**config.mk**
```make
export PLATFORM = sky130hd
export DESIGN_NAME = fetch_stage
export DESIGN_NICKNAME = d
export VERILOG_FILES = /design/src/rtl/fetch_stage_pkg.sv /design/src/rtl/fetch_buffer.sv /design/src/rtl/fetch_stage.sv
export SDC_FILE = /design/constraint.sdc
export NUM_CORES = 1
export LEC_CHECK = 0
export BUFFER_PORTS_ARGS = -buffer_cell sky130_fd_sc_hd__buf_2
export CORE_MARGIN = 2
export CORE_UTILIZATION = 59
export CTS_CLUSTER_DIAMETER = 40
export DETAILED_ROUTE_END_ITERATION = 10
export PLACE_DENSITY_LB_ADDON = 0.3
export SLEW_MARGIN = 10
export SYNTH_ARGS = -nofsm -noshare
export SYNTH_HDL_FRONTEND = slang
export SYNTH_SLANG_ARGS = --single-unit
```
**constraint.sdc**
```tcl
create_clock -name f_clk -period 16.7 [get_ports f_clk]
set_clock_uncertainty 0.1 [all_clocks]
set_input_delay 3.34 -clock f_clk [delete_from_list [all_inputs] [get_ports f_clk]]
set_output_delay 3.34 -clock f_clk [all_outputs]
set_load 0.02 [all_outputs]
```
**src/rtl/fetch_stage_pkg.sv**
```systemverilog
// rtl/fetch_stage_pkg.sv - shared constants and FSM encoding for the fetch stage
package fetch_stage_pkg;

  localparam logic [31:0] NOP_INSTR = 32'h0000_0013;  // addi x0, x0, 0
  localparam int unsigned PC_STEP   = 4;

  typedef enum logic [1:0] {
    S_IDLE = 2'd0,
    S_REQ  = 2'd1,
    S_WAIT = 2'd2,
    S_HALT = 2'd3
  } fetch_state_e;

  function automatic logic is_misaligned(input logic [1:0] pc_lsb);
    return pc_lsb != 2'b00;
  endfunction

endpackage

```
**src/rtl/fetch_buffer.sv**
```systemverilog
// rtl/fetch_buffer.sv - two-entry fetch FIFO of {instr, pc, misaligned}
module fetch_buffer #(
  parameter int unsigned  W           = 65,
  parameter logic [W-1:0] RESET_ENTRY = '0
) (
  input  logic         clk_i,
  input  logic         rst_i,
  input  logic         push_i,
  input  logic         pop_i,
  input  logic         clear_i,
  input  logic [W-1:0] data_i,
  output logic [1:0]   count_o,
  output logic [W-1:0] head_o
);

  logic [W-1:0] mem_q [2];
  logic         rd_ptr_q, rd_ptr_d;
  logic         wr_ptr_q, wr_ptr_d;
  logic [1:0]   count_q, count_d;
  logic         do_push, do_pop, wr_sel;

  always_comb begin
    do_pop   = pop_i && (count_q != 2'd0) && !clear_i;
    do_push  = push_i && (clear_i || (count_q != 2'd2) || do_pop);
    rd_ptr_d = rd_ptr_q;
    wr_ptr_d = wr_ptr_q;
    count_d  = count_q;
    wr_sel   = wr_ptr_q;
    if (clear_i) begin
      // a push alongside clear becomes the sole entry, in slot 0
      rd_ptr_d = 1'b0;
      wr_sel   = 1'b0;
      wr_ptr_d = do_push;
      count_d  = {1'b0, do_push};
    end else begin
      if (do_push) wr_ptr_d = ~wr_ptr_q;
      if (do_pop)  rd_ptr_d = ~rd_ptr_q;
      count_d = count_q + {1'b0, do_push} - {1'b0, do_pop};
    end
  end

  always_ff @(posedge clk_i or posedge rst_i) begin
    if (rst_i) begin
      mem_q[0] <= RESET_ENTRY;
      mem_q[1] <= RESET_ENTRY;
      rd_ptr_q <= 1'b0;
      wr_ptr_q <= 1'b0;
      count_q  <= 2'd0;
    end else begin
      if (do_push) mem_q[wr_sel] <= data_i;
      rd_ptr_q <= rd_ptr_d;
      wr_ptr_q <= wr_ptr_d;
      count_q  <= count_d;
    end
  end

  assign count_o = count_q;
  assign head_o  = mem_q[rd_ptr_q];

endmodule

```
**src/rtl/fetch_stage.sv**
```systemverilog
// rtl/fetch_stage.sv - RV32I fetch: owns the PC, single-outstanding imem requests, 2-entry buffer
module fetch_stage
  import fetch_stage_pkg::*;
#(
  parameter int unsigned         PC_WIDTH  = 32,
  parameter int unsigned         IWIDTH    = 32,
  parameter logic [PC_WIDTH-1:0] RESET_PC  = '0,
  parameter int unsigned         BUF_DEPTH = 2
) (
  input  logic                f_clk,
  input  logic                f_rst,
  output logic [PC_WIDTH-1:0] f_o_iaddr,
  output logic                f_o_stb,
  input  logic                f_i_ack,
  input  logic [IWIDTH-1:0]   f_i_inst,
  output logic [IWIDTH-1:0]   f_o_instr,
  output logic [PC_WIDTH-1:0] f_o_pc,
  output logic                f_o_ce,
  output logic                f_o_misaligned,
  input  logic                f_i_stall,
  input  logic                f_i_flush,
  input  logic                f_i_change_pc,
  input  logic [PC_WIDTH-1:0] f_i_new_pc
);

  localparam int unsigned EW    = IWIDTH + PC_WIDTH + 1;
  localparam logic [1:0]  DEPTH = 2'(BUF_DEPTH);
  localparam logic [EW-1:0] RESET_ENTRY = {IWIDTH'(NOP_INSTR), {PC_WIDTH{1'b0}}, 1'b0};

  fetch_state_e        state_q, state_d;
  logic [PC_WIDTH-1:0] pc_q, pc_d;
  logic                stale_q, stale_d;
  logic                outst_q, outst_d;
  logic                stb;
  logic                buf_push, buf_pop, buf_clear;
  logic [EW-1:0]       buf_din, buf_head;
  logic [1:0]          buf_count;

  always_comb begin
    state_d   = state_q;
    pc_d      = pc_q;
    stale_d   = stale_q;
    outst_d   = outst_q;
    stb       = 1'b0;
    buf_push  = 1'b0;
    buf_clear = 1'b0;
    buf_din   = {f_i_inst, pc_q, 1'b0};

    if (f_i_ack && outst_q) begin
      outst_d = 1'b0;
      stale_d = 1'b0;
    end

    unique case (state_q)
      S_IDLE: state_d = S_REQ;
      S_REQ: begin
        if ((buf_count + {1'b0, outst_q}) < DEPTH) begin
          stb     = 1'b1;
          outst_d = 1'b1;
          state_d = S_WAIT;
        end
      end
      S_WAIT: begin
        if (f_i_ack) begin
          state_d = S_REQ;
          if (!stale_q) begin
            buf_push = 1'b1;
            pc_d     = pc_q + PC_WIDTH'(PC_STEP);
          end
        end
      end
      S_HALT: state_d = S_HALT;
    endcase

    // Redirect outranks flush; neither issues a request in the same cycle.
    if (f_i_change_pc || f_i_flush) begin
      buf_clear = 1'b1;
      buf_push  = 1'b0;
      stb       = 1'b0;
      pc_d      = pc_q;
      outst_d   = outst_q && !f_i_ack;
      stale_d   = outst_d;
      state_d   = S_HALT;
      if (f_i_change_pc) begin
        pc_d = f_i_new_pc;
        if (is_misaligned(f_i_new_pc[1:0])) begin
          buf_push = 1'b1;
          buf_din  = {IWIDTH'(NOP_INSTR), f_i_new_pc, 1'b1};
        end else begin
          state_d = outst_d ? S_WAIT : S_REQ;
        end
      end
    end
  end

  always_ff @(posedge f_clk or posedge f_rst) begin
    if (f_rst) begin
      state_q <= S_IDLE;
      pc_q    <= RESET_PC;
      stale_q <= 1'b0;
      outst_q <= 1'b0;
    end else begin
      state_q <= state_d;
      pc_q    <= pc_d;
      stale_q <= stale_d;
      outst_q <= outst_d;
    end
  end

  fetch_buffer #(
    .W           (EW),
    .RESET_ENTRY (RESET_ENTRY)
  ) u_buf (
    .clk_i   (f_clk),
    .rst_i   (f_rst),
    .push_i  (buf_push),
    .pop_i   (buf_pop),
    .clear_i (buf_clear),
    .data_i  (buf_din),
    .count_o (buf_count),
    .head_o  (buf_head)
  );

  assign f_o_ce         = (buf_count != 2'd0) && !f_i_flush && !f_i_change_pc;
  assign buf_pop        = f_o_ce && !f_i_stall;
  assign f_o_stb        = stb;
  assign f_o_iaddr      = pc_q;
  assign f_o_instr      = buf_head[EW-1 -: IWIDTH];
  assign f_o_pc         = buf_head[PC_WIDTH:1];
  assign f_o_misaligned = buf_head[0];

endmodule

```
== Yosys cells after proc, flatten, opt, wreduce, memory -nomap -nowiden ==
Cells that the tools add are included.

* $add $sub $neg: 4
* $lt $le $gt $ge: 4
* Eq/ne operators: 8
* Multiplexer cells: 43
* Bitwise gates (word level): 4
* Reductions and logical operators: 27

{| class="wikitable"
|+ Operators by type and width
! operator !! number
|-
| $mux 65 || 7
|-
| $mux 32 || 5
|-
| $bwmux 130 || 1
|-
| $demux 65 s1 || 1
|-
| $add 32x3->32 const B || 1
|-
| $mux 1 || 21
|-
| $mux 2 || 7
|-
| $reduce_bool 2->1 || 7
|-
| $logic_and 1x1->1 || 9
|-
| $pmux 2 s4 || 1
|-
| $ne 3x3->1 const B || 2
|-
| $logic_not 1->1 || 5
|-
| $add 2x1->2 || 2
|-
| $eq 2x2->1 const B || 2
|-
| $ge 2x2->1 const B || 2
|-
| $ne 2x2->1 const B || 2
|-
| $not 1->2 || 2
|-
| $reduce_and 4->1 || 1
|-
| $logic_or 1x1->1 || 3
|-
| $eq 2x1->1 const B || 1
|-
| $logic_not 2->1 || 1
|-
| $lt 2x1->1 const B || 1
|-
| $lt 2x2->1 const B || 1
|-
| $ne 2x1->1 const B || 1
|-
| 3 further kinds || 4
|}

* Register bits: 170
* Input bits: 70
* Word-level logic and storage cells: 99

== Longest topological paths before layout ==
Gate-level depths: netlist of run 1.

* Depth in word-level cells: 11
* Gate-level depth with buffers: 8
* Mapped depth without buffers: 6

== Modules after synthesis ==
Synthesis of run 1 repeated with hierarchy kept, for this count alone.

* Cells, all modules: 706
* Area, all modules: 8,948.6 um^2

{| class="wikitable"
|+ Modules (own cells, without submodules)
! module !! times used !! cells an instance !! area each (um^2)
|-
| fetch_buffer || 1 || 371 || 6,107.1
|-
| fetch_stage || 1 || 335 || 2,841.5
|}

== Least setup slack after synthesis of run 1 ==
No wires, ideal clock.

* Path kind: input port to output port
* Start: in f_i_change_pc
* End: out f_o_ce
* Arrival time: 4.267 ns
* Setup slack: 8.993 ns
* Stages on the path: 4
* Path buffers: 2
* Cells stage by stage: or2_2 clkbuf_1 clkbuf_1 nor2_1

* Longest elaborated chain between the ends: 2

{| class="wikitable"
|+ Ends and longest elaborated chain
! what !! RTL line !! text
|-
| start: declaration || fetch_stage.sv:22 || <nowiki>input logic f_i_change_pc,</nowiki>
|-
| $logic_not 1->1 || fetch_stage.sv:124 || <nowiki>assign f_o_ce = (buf_count != 2'd0) && !f_i_flush && !f_i_change_pc;</nowiki>
|-
| $logic_and 1x1->1 || fetch_stage.sv:124 ||
|-
| end: declaration || fetch_stage.sv:18 || <nowiki>output logic f_o_ce,</nowiki>
|}

Every way passes these cells.

== Worst setup path in the final report of run 1 ==
Ends and elaborated chain as after synthesis.

==> impl_metrics.toml, run 1 <==
[outcome]
status = "finished clean"

[placed_design]
dpl_cell_area_sq_um = 9090
placed_cells_incl_taps = 1144
dp_hpwl_um = 12700
port_buffers = 168
place_congestion = 0.821

[floorplanning]
pin_count = 169
die_w_um = 122
die_y_um = 122
core_sq_um = 13700
rows = 43
start_util_pct = 59.9
dieArea_sq_um = 14900

[finish]
final_nets = 1055
fin_area_sq_um = 9680
syn2layout_area_growth_pct = 17.8
n_antenna_cell = 0
final_cell_mix = "nand2_1, buf_2, dfrtp_1"
drive_above_1_share_pct = 29.4
final_common_cell = "nand2_1"
final-instance-count-excl-fill = 1176

[critical_path]
worst_path_max_delay_cell = "or2_2"
cp.arrival_ps = 4890
cp_slowest_stage_delay_ps = 650
start_kind = "input pin"
cpLargestDelayFamily = "simple AND/OR/NAND/NOR gates"
crit_fanout = 41
worstReg2RegStart = "f_o_iaddr[3]$_DFFE_PP0P_"
worstSetupStartpoint = "f_i_change_pc"
crit_type = "input pin to output pin"
crit_path_end_kind = "output pin"
cp.required_ps = 13260
cp_num_buf_inv = 2
path_cells = "buf_2, or2_2, nor2_1, buf_2"
cp_common_cell = "buf_2"

[synthesis]
ys_seq_area_share_pct = 51.9
synthDominantCellAreaShare_pct = 49.9
yosys.area.top_type = "dfrtp_1"
ys_warn_count = 0
synth_nets = 919
synthCells = 847
async_flop_share_pct = 100
syn_avg_cell_area_sq_um = 9.70
synth_edf_count = 0
synthesis.area_sq_um = 8220
ys_ff_latch = 170
synth_top_cells_by_area = "dfrtp_1, mux2_2, o21ai_0, nand2_1, mux2i_1"
synthFlopType = "dfrtp_1"
yosysUniqueCellTypes = 58

[cts]
post_cts_buffers = 0
cts-root-buf = "clkbuf_16"
cts_buffers = 17
clk-insertion-delay-late_ps = 420
cts_buffer_depth = 2
clk_pin_slew_worst_paths_ps = 60
cts.htree.levels = 4
cts_resized = 0
cts_sinks = 170
cts_hold_buf = 0
tritoncts = "done"

[grt]
grt_pass1_wl_um = 31600
gr-total-overflow = 0
antenna_found_initial = 1
grt_pass1_vias = 6413
grtUsageTotal_pct = 27.1
grt_max_degree = 131

[pwr]
total_leakage_power_uw = 0.00457
peakVddDrop_mv = 0.0668
power_per_cell_area_nw_per_um2 = 113
finalPower_uw = 1090

[timing]
hold_slack_ps = 372
finalSetupTns_ps = 0
fmax_mhz = 120
worst_slew_pin_slew_ps = 1170
rsz0062_at_grt = "false"
finalSetupViolCount = 0
period_share_pct = 49.9
drv_slew = 0
hold_viol = 0
slew_headroom_pct = 21.8
finalCriticalPeriod_ps = 8330

[worst_hold_path]
hold_start = "u_buf.mem_q[124]$_DFFE_PP0P_"
hold_path.class = "flip-flop to flip-flop"

[drt]
viasPerCell = 5.73
routed-wl-met2_um = 9170
wl_um = 19600
routedWlPerCell_um = 16.6
m1WireLength_um = 8790
firstDrtPassIters = 5
wl_met3_um = 1240
drc = 0
vias = 6737
highest_layer = "met4"
drt_first_iter_violations = 507
detail-route-antenna-nets = 0

[run]
maxCapViolations = 0
-- Yosys cell counts (2+ instances only) --
master / n
nand2_1: 181
dfrtp_1: 164
o21ai_0: 147
mux2_2: 67
clkbuf_1: 36
nor2_1: 35
mux2i_1: 29
a21oi_1: 28
nand3_1: 13
nand4_1: 11
buf_2: 10
inv_1: 10
nor3_1: 10
buf_1: 7
xnor2_1: 7
dfstp_2: 6
nor4_1: 6
a31oi_1: 5
o22a_1: 5
xor2_1: 5
a311oi_1: 4
and2_1: 4
and4_1: 4
o21ai_1: 4
a211oi_1: 3
and3_1: 3
nor4_4: 3
a21o_1: 2
a22o_1: 2
a22oi_1: 2
dlygate4sd1_1: 2
ha_1: 2
nand3b_1: 2
nor3b_1: 2
o21a_1: 2
or3_1: 2
-- state kept, by name, summed over array words and instances, names as in the netlist --
name and flops:
f_o_iaddr 32, outst_q 1, stale_q 1, state_q 2
u_buf.count_o 2, u_buf.mem_q 130, u_buf.rd_ptr_q 1, u_buf.wr_ptr_q 1
-- final timing paths --
check	slack (ps)	cells past startpoint	endpoint
hold reg to reg	370	2	u_buf.mem_q[124]$_DFFE_PP0P_
setup reg to reg	14160	6	f_o_iaddr[18]$_DFFE_PP0P_
hold / removal	370	2	u_buf.mem_q[124]$_DFFE_PP0P_
min in group asynchronous	2980	2	u_buf.mem_q[101]$_DFFE_PP0P_
setup / recovery	8370	4	f_o_ce
max in group asynchronous	12090	3	u_buf.rd_ptr_q$_DFFE_PP0P_
-- per-layer routing --
metal	vias to the layer above	track usage, %
li1	3242	-
met1	3247	36.7
met2	211	43.6
met3	37	6.18
met4	0	8.76
met5	-	0
-- worst min-delay path, cell delays in order (launching register included) --
cell and delay (ps):
dfrtp_1 340, nand2_1 40, o21ai_0 60
-- metrics by stage --
step / util [%] / setup slack (ps)
final: 70.6 / 8370
after global routing: 70.6 / 8260
after CTS: 70.6 / 8400
after detailed placement: 66.3 / 8420
after global placement: 66.3 / 8450
after floorplan: - / 8670
-- report_power, final --
part | total (uW) | switching [uW] | internal [uW]
Combinational | 206 | 126 | 79.8
Clock | 400 | 158 | 242
Sequential | 489 | 34.3 | 454
Total | 1090 | 318 | 776
-- logic make-up (layout without fill, tap and decap cells) --
| logic type | after synthesis | after routing | share of synthesized area, % |
|---|---|---|---|
| AO/OA/AOI/OAI | 215 | 215 | 14.5 |
| XOR/XNOR | 12 | 12 | 1.28 |
| adder cells (fa/ha/maj) | 2 | 2 | 0.305 |
| buffers and inverters | 69 | 218 | 3.70 |
| flip-flops | 170 | 170 | 51.9 |
| multiplexers | 96 | 96 | 12.7 |
| AND/OR/NAND/NOR | 283 | 283 | 15.7 |
-- final cells by class --
| cell class | instances | area (sq um) |
|---|---|---|
| flip-flops and latches | 170 | 4260 |
| clock inverters | 9 | 123 |
| clock buffers | 23 | 468 |
| repair buffers | 176 | 901 |
| multi-input cells | 608 | 3660 |
| well taps | 180 | 225 |
| inverters | 10 | 42.5 |
| fillers | 1114 | 4040 |
(Power assumes the default switching activity.)
==> inputs of run 2 (changes only) <==
--- a/config.mk
+++ b/config.mk
@@ -5,9 +5,10 @@
 export SDC_FILE = /design/constraint.sdc
 export NUM_CORES = 1
 export LEC_CHECK = 0
+export ABC_AREA = 1
 export BUFFER_PORTS_ARGS = -buffer_cell sky130_fd_sc_hd__buf_2
 export CORE_MARGIN = 2
-export CORE_UTILIZATION = 59
+export CORE_UTILIZATION = 56
 export CTS_CLUSTER_DIAMETER = 40
 export DETAILED_ROUTE_END_ITERATION = 10
 export PLACE_DENSITY_LB_ADDON = 0.3
==> constraint.sdc (replaced) <==
create_clock -name f_clk -period 8 [get_ports f_clk]
set_clock_uncertainty 0.1 [all_clocks]
set_input_delay 1.6 -clock f_clk [delete_from_list [all_inputs] [get_ports f_clk]]
set_output_delay 1.6 -clock f_clk [all_outputs]
set_load 0.02 [all_outputs]
==> impl_metrics.toml, run 2 <==
[cts]
cts_resized = 0
clk-insertion-delay-late_ps = 430
post_cts_buffers = 0
cts_sinks = 170
cts_hold_buf = 0
clk_pin_slew_worst_paths_ps = 60
cts_buffer_depth = 2
cts_buffers = 17
tritoncts = "done"
cts-root-buf = "clkbuf_16"
cts.htree.levels = 4

[critical_path]
worst_path_max_delay_cell = "buf_4"
crit_type = "input pin to output pin"
cp_common_cell = "buf_2"
path_cells = "buf_2, nor2_4, buf_4, inv_2, nor2_1, nand2_1, inv_1, buf_2"
start_kind = "input pin"
cp.required_ps = 6300
crit_fanout = 60
worstReg2RegStart = "state_q[0]$_DFFE_PP0P_"
cpLargestDelayFamily = "buffers and inverters"
cp_num_buf_inv = 5
worstSetupStartpoint = "f_i_change_pc"
cp_slowest_stage_delay_ps = 490
crit_path_end_kind = "output pin"
cp.arrival_ps = 3230

[finish]
final_nets = 1511
syn2layout_area_growth_pct = 15.4
final_cell_mix = "nand2_1, buf_2, dfrtp_1"
n_antenna_cell = 0
final-instance-count-excl-fill = 1668
drive_above_1_share_pct = 16.3
final_common_cell = "nand2_1"
largest_reg_flops = 130
regMostFlops = "u_buf.mem_q"

[worst_hold_path]
hold_path.class = "flip-flop to flip-flop"
hold_start = "u_buf.mem_q[37]$_DFFE_PP1P_"

[pwr]
total_leakage_power_uw = 0.00554
power_per_cell_area_nw_per_um2 = 268
peakVddDrop_mv = 0.185

[placed_design]
port_buffers = 168
place_congestion = 0.932
placed_cells_incl_taps = 1636
dp_hpwl_um = 15100

[drt]
detail-route-antenna-nets = 0
drt_first_iter_violations = 751
routedWlPerCell_um = 13.7
firstDrtPassIters = 5
drc = 0
viasPerCell = 5.18
vias = 8633
wl_um = 22800

[timing]
finalCriticalPeriod_ps = 4930
finalSetupViolCount = 0
fmax_mhz = 203
hold_viol = 0
worst_slew_pin_slew_ps = 1080
period_share_pct = 61.6
drv_slew = 0
finalSetupTns_ps = 0
slew_headroom_pct = 28.1
rsz0062_at_grt = "false"
hold_slack_ps = 364

[synthesis]
synth_nets = 1381
synthDominantCellAreaShare_pct = 45.1
yosysUniqueCellTypes = 31
ys_ff_latch = 170
syn_avg_cell_area_sq_um = 6.95
synth.most_common_cell = "nand2_1"
synth_top_cells_by_area = "dfrtp_1, nand2_1, o21ai_0, inv_1, nor2_1"
synthCells = 1309
ys_seq_area_share_pct = 46.9
yosys.area.top_type = "dfrtp_1"
synthesis.area_sq_um = 9090
synth_common_cells = "nand2_1, dfrtp_1, inv_1"
async_flop_share_pct = 100
ys_warn_count = 0
synth_edf_count = 0
synthFlopType = "dfrtp_1"

[floorplanning]
die_w_um = 131
pin_count = 169
start_util_pct = 57.2
dieArea_sq_um = 17300
die_y_um = 131
rows = 46
core_sq_um = 15900

[grt]
grt_pass1_wl_um = 38200
grt_pass1_vias = 7908
grtUsageTotal_pct = 27.1
gr-total-overflow = 0
antenna_found_initial = 0
grt_max_degree = 109

[run]
maxCapViolations = 0

[outcome]
status = "finished clean"
run 2: changes by cell type after synthesis, moves of 15 or more:
cell and change:
inv_1 +140, o21ai_0 -15, o21ai_1 +52, nor2_1 +88
nand2_1 +340, mux2i_1 -29, nand3_1 +23, mux2_2 -67
buf_4 +15, a21oi_1 -24
run 2: logic make-up after synthesis:
logic type,share of synthesized area (%)
AO/OA/AOI/OAI,11.3
XOR/XNOR,0.674
adder cells (fa/ha/maj),0.275
buffers and inverters,10.3
flip-flops,46.9
AND/OR/NAND/NOR,30.5
run 2: routing by layer:
metal	track usage (%)	up-vias	wire (um)
li1	-	4287	-
met1	39.4	3989	10300
met4	9.48	0	514
met5	0	-	0
met3	3.67	38	1510
met2	42.1	319	10400
run 2: worst paths after layout:
path | to | slack, ps | cells after the start
max in group asynchronous | u_buf.rd_ptr_q$_DFFE_PP0P_ | 4870 | 3
hold reg to reg | u_buf.mem_q[37]$_DFFE_PP1P_ | 360 | 2
setup / recovery | f_o_stb | 3070 | 8
setup reg to reg | u_buf.mem_q[124]$_DFFE_PP0P_ | 4980 | 7
hold / removal | u_buf.mem_q[37]$_DFFE_PP1P_ | 360 | 2
min in group asynchronous | u_buf.mem_q[114]$_DFFE_PP0P_ | 1230 | 2
run 2: worst reg2reg max path, cell delays in order, from the launching register on:
cell and delay, ps:
dfrtp_1 390, nor2_1 180, nand4_1 160, nand2_2 150, nand2_4 90, nor2_4 810, buf_4 800, o21ai_0 190
run 2: report_power, final:
group,internal [uW],total (uW),switching [uW]
Clock,448,801,352
Combinational,261,867,606
Sequential,1040,1150,107
Total,1750,2810,1070
run 2: metrics by stage:
step	utilization [%]	total power, uW	worst slack, ps	area, sq um
6_report	66.1	2810	3070	10500
5_1_grt	66.1	2980	2900	10500
4_1_cts	66.1	2830	3100	10500
3_5_place_dp	62.5	2020	2900	9920
3_3_place_gp	62.5	2000	3020	9920
2_1_floorplan	-	1740	1710	9090
run 2: final cells by class:
| cell class | instances | area (sq um) |
|---|---|---|
| fill | 1471 | 5390 |
| clock buffer | 20 | 457 |
| timing repair buffer | 176 | 901 |
| tap | 216 | 270 |
| clock inverter | 12 | 116 |
| multi-input combinational | 919 | 3900 |
| inverter | 155 | 587 |
| sequential | 170 | 4270 |
==> inputs of run 3 (changes only) <==
--- a/config.mk
+++ b/config.mk
@@ -8,7 +8,7 @@
 export ABC_AREA = 1
 export BUFFER_PORTS_ARGS = -buffer_cell sky130_fd_sc_hd__buf_2
 export CORE_MARGIN = 2
-export CORE_UTILIZATION = 56
+export CORE_UTILIZATION = 51
 export CTS_CLUSTER_DIAMETER = 40
 export DETAILED_ROUTE_END_ITERATION = 10
 export PLACE_DENSITY_LB_ADDON = 0.3
==> constraint.sdc (replaced) <==
create_clock -name f_clk -period 4.5 [get_ports f_clk]
set_clock_uncertainty 0.1 [all_clocks]
set_input_delay 0.9 -clock f_clk [delete_from_list [all_inputs] [get_ports f_clk]]
set_output_delay 0.9 -clock f_clk [all_outputs]
set_load 0.02 [all_outputs]
==> impl_metrics.toml, run 3 (same netlist as run 2, synthesis figures left out) <==
[outcome]
status = "finished clean"

[critical_path]
cp.depth = 4
worst_path_max_delay_cell = "dfrtp_4"
cp.arrival_ps = 2120
crit_type = "flip-flop to output pin"
crit_path_end_kind = "output pin"
worstSetupStartpoint = "u_buf.rd_ptr_q$_DFFE_PP0P_"
path_cells = "buf_4, nand2_1, o21ai_0, buf_2"
start_kind = "flip-flop"
worstReg2RegStart = "f_o_iaddr[3]$_DFFE_PP0P_"
crit_fanout = 56
cp.required_ps = 3500
reg2reg_to = "f_o_iaddr[14]$_DFFE_PP0P_"
reg2reg_depth = 10
cp_slowest_stage_delay_ps = 780
rrSetupSlack_ps = 2330
cpLargestDelayFamily = "flip-flops"
cp_num_buf_inv = 2

[finish]
final_nets = 1513
n_antenna_cell = 0
postLayoutCoreUtil_pct = 61.0
final-instance-count-excl-fill = 1679
fin_area_sq_um = 10600
regMostFlops = "u_buf.mem_q"
final_cell_mix = "nand2_1, buf_2, dfrtp_1"
final_common_cell = "nand2_1"
syn2layout_area_growth_pct = 16.4
drive_above_1_share_pct = 16.3
largest_reg_flops = 130

[worst_hold_path]
min_path_cells = 2
hold_start = "u_buf.mem_q[33]$_DFFE_PP1P_"
min_to = "u_buf.mem_q[33]$_DFFE_PP1P_"
hold_path.class = "flip-flop to flip-flop"

[grt]
grtUsageTotal_pct = 24.9
grt_pass1_wl_um = 36900
grt_max_degree = 130
antenna_found_initial = 0
grt_pass1_vias = 7621
gr-total-overflow = 0

[placed_design]
port_buffers = 168
placed_cells_incl_taps = 1647
dp_hpwl_um = 15400
dpl_cell_area_sq_um = 9990
place_congestion = 0.927

[drt]
drc = 0
routedWlPerCell_um = 13.7
firstDrtPassIters = 5
viasPerCell = 5.11
vias = 8582
detail-route-antenna-nets = 0
drt_first_iter_violations = 531
wl_um = 22900

[pwr]
power_per_cell_area_nw_per_um2 = 481
total_leakage_power_uw = 0.00557
peakVddDrop_mv = 0.295
finalPower_uw = 5090

[cts]
cts_buffers = 17
cts_hold_buf = 0
tritoncts = "done"
clk-insertion-delay-late_ps = 420
cts_sinks = 170
cts.htree.levels = 4
cts_buffer_depth = 2
post_cts_buffers = 0
cts-root-buf = "clkbuf_16"
clk_pin_slew_worst_paths_ps = 70
cts_resized = 0

[timing]
period_share_pct = 69.4
rsz0062_at_grt = "false"
slew_headroom_pct = 40.9
finalCriticalPeriod_ps = 3120
drv_slew = 0
hold_viol = 0
finalSetupViolCount = 0
fmax_mhz = 320
finalSetupTns_ps = 0
worst_slew_pin_slew_ps = 886

[floorplanning]
pin_count = 169
die_w_um = 138
start_util_pct = 52.4
dieArea_sq_um = 18900
rows = 48
die_y_um = 138
core_sq_um = 17400

[run]
maxCapViolations = 0
==> run 3: changes by cell type in the layout (fill, tap and decap cells not counted) <==
cell,before,now
inv_6,4,3
buf_4,8,7
clkbuf_8,2,0
clkbuf_1,1,2
buf_12,0,3
bufinv_16,1,3
==> run 3: cell type report <==
type	count	area (sq um)
clock buffers	19	433
fillers	1669	6770
multi-input cells	919	3900
inverters	155	586
repair buffers	178	953
flip-flops and latches	170	4270
well taps	225	282
clock inverters	13	169
==> run 3: how the worst max path moves through the flow <==
stage | endpoint | slack (ps)
6_report | f_o_instr[19] | 1380
5_1_grt | f_o_instr[13] | 1220
4_1_cts | f_o_pc[4] | 1360
3_5_place_dp | u_buf.mem_q[41]$_DFFE_PP0P_ | 1240
3_3_place_gp | u_buf.mem_q[0]$_DFFE_PP0P_ | 1340
2_1_floorplan | f_o_iaddr[0]$_DFFE_PP0P_ | 1340
==> run 3: through the flow <==
| step | hold slack [ps] | worst slack (ps) |
|---|---|---|
| floorplan | 342 | 1340 |
| global placement | 349 | 1340 |
| detailed placement | 355 | 1240 |
| CTS | 365 | 1360 |
| global route | 377 | 1220 |
| finish | 363 | 1380 |
==> run 3: worst register-to-register path: stages (launching register included) <==
cell,delay (ps)
dfrtp_1,480
ha_1,240
nand2_1,80
nor2_1,300
nand2_1,230
nor2_1,260
nand3_1,100
o21ai_0,100
nand2_1,70
nand2_1,60
inv_1,30
==> run 3: layer usage <==
layer / track usage [%] / vias to the layer above / share of wire (%)
li1: - / 4271 / -
met1: 35.3 / 3967 / 45
met2: 39.1 / 301 / 46
met3: 3.53 / 43 / 6.9
met4: 8.76 / 0 / 2.4
met5: 0 / - / 0
==> run 3: power by group <==
part | switching, uW | internal, uW | total (uW)
logic | 1040 | 472 | 1510
registers | 227 | 1850 | 2070
clock network | 625 | 880 | 1510
total | 1890 | 3200 | 5090
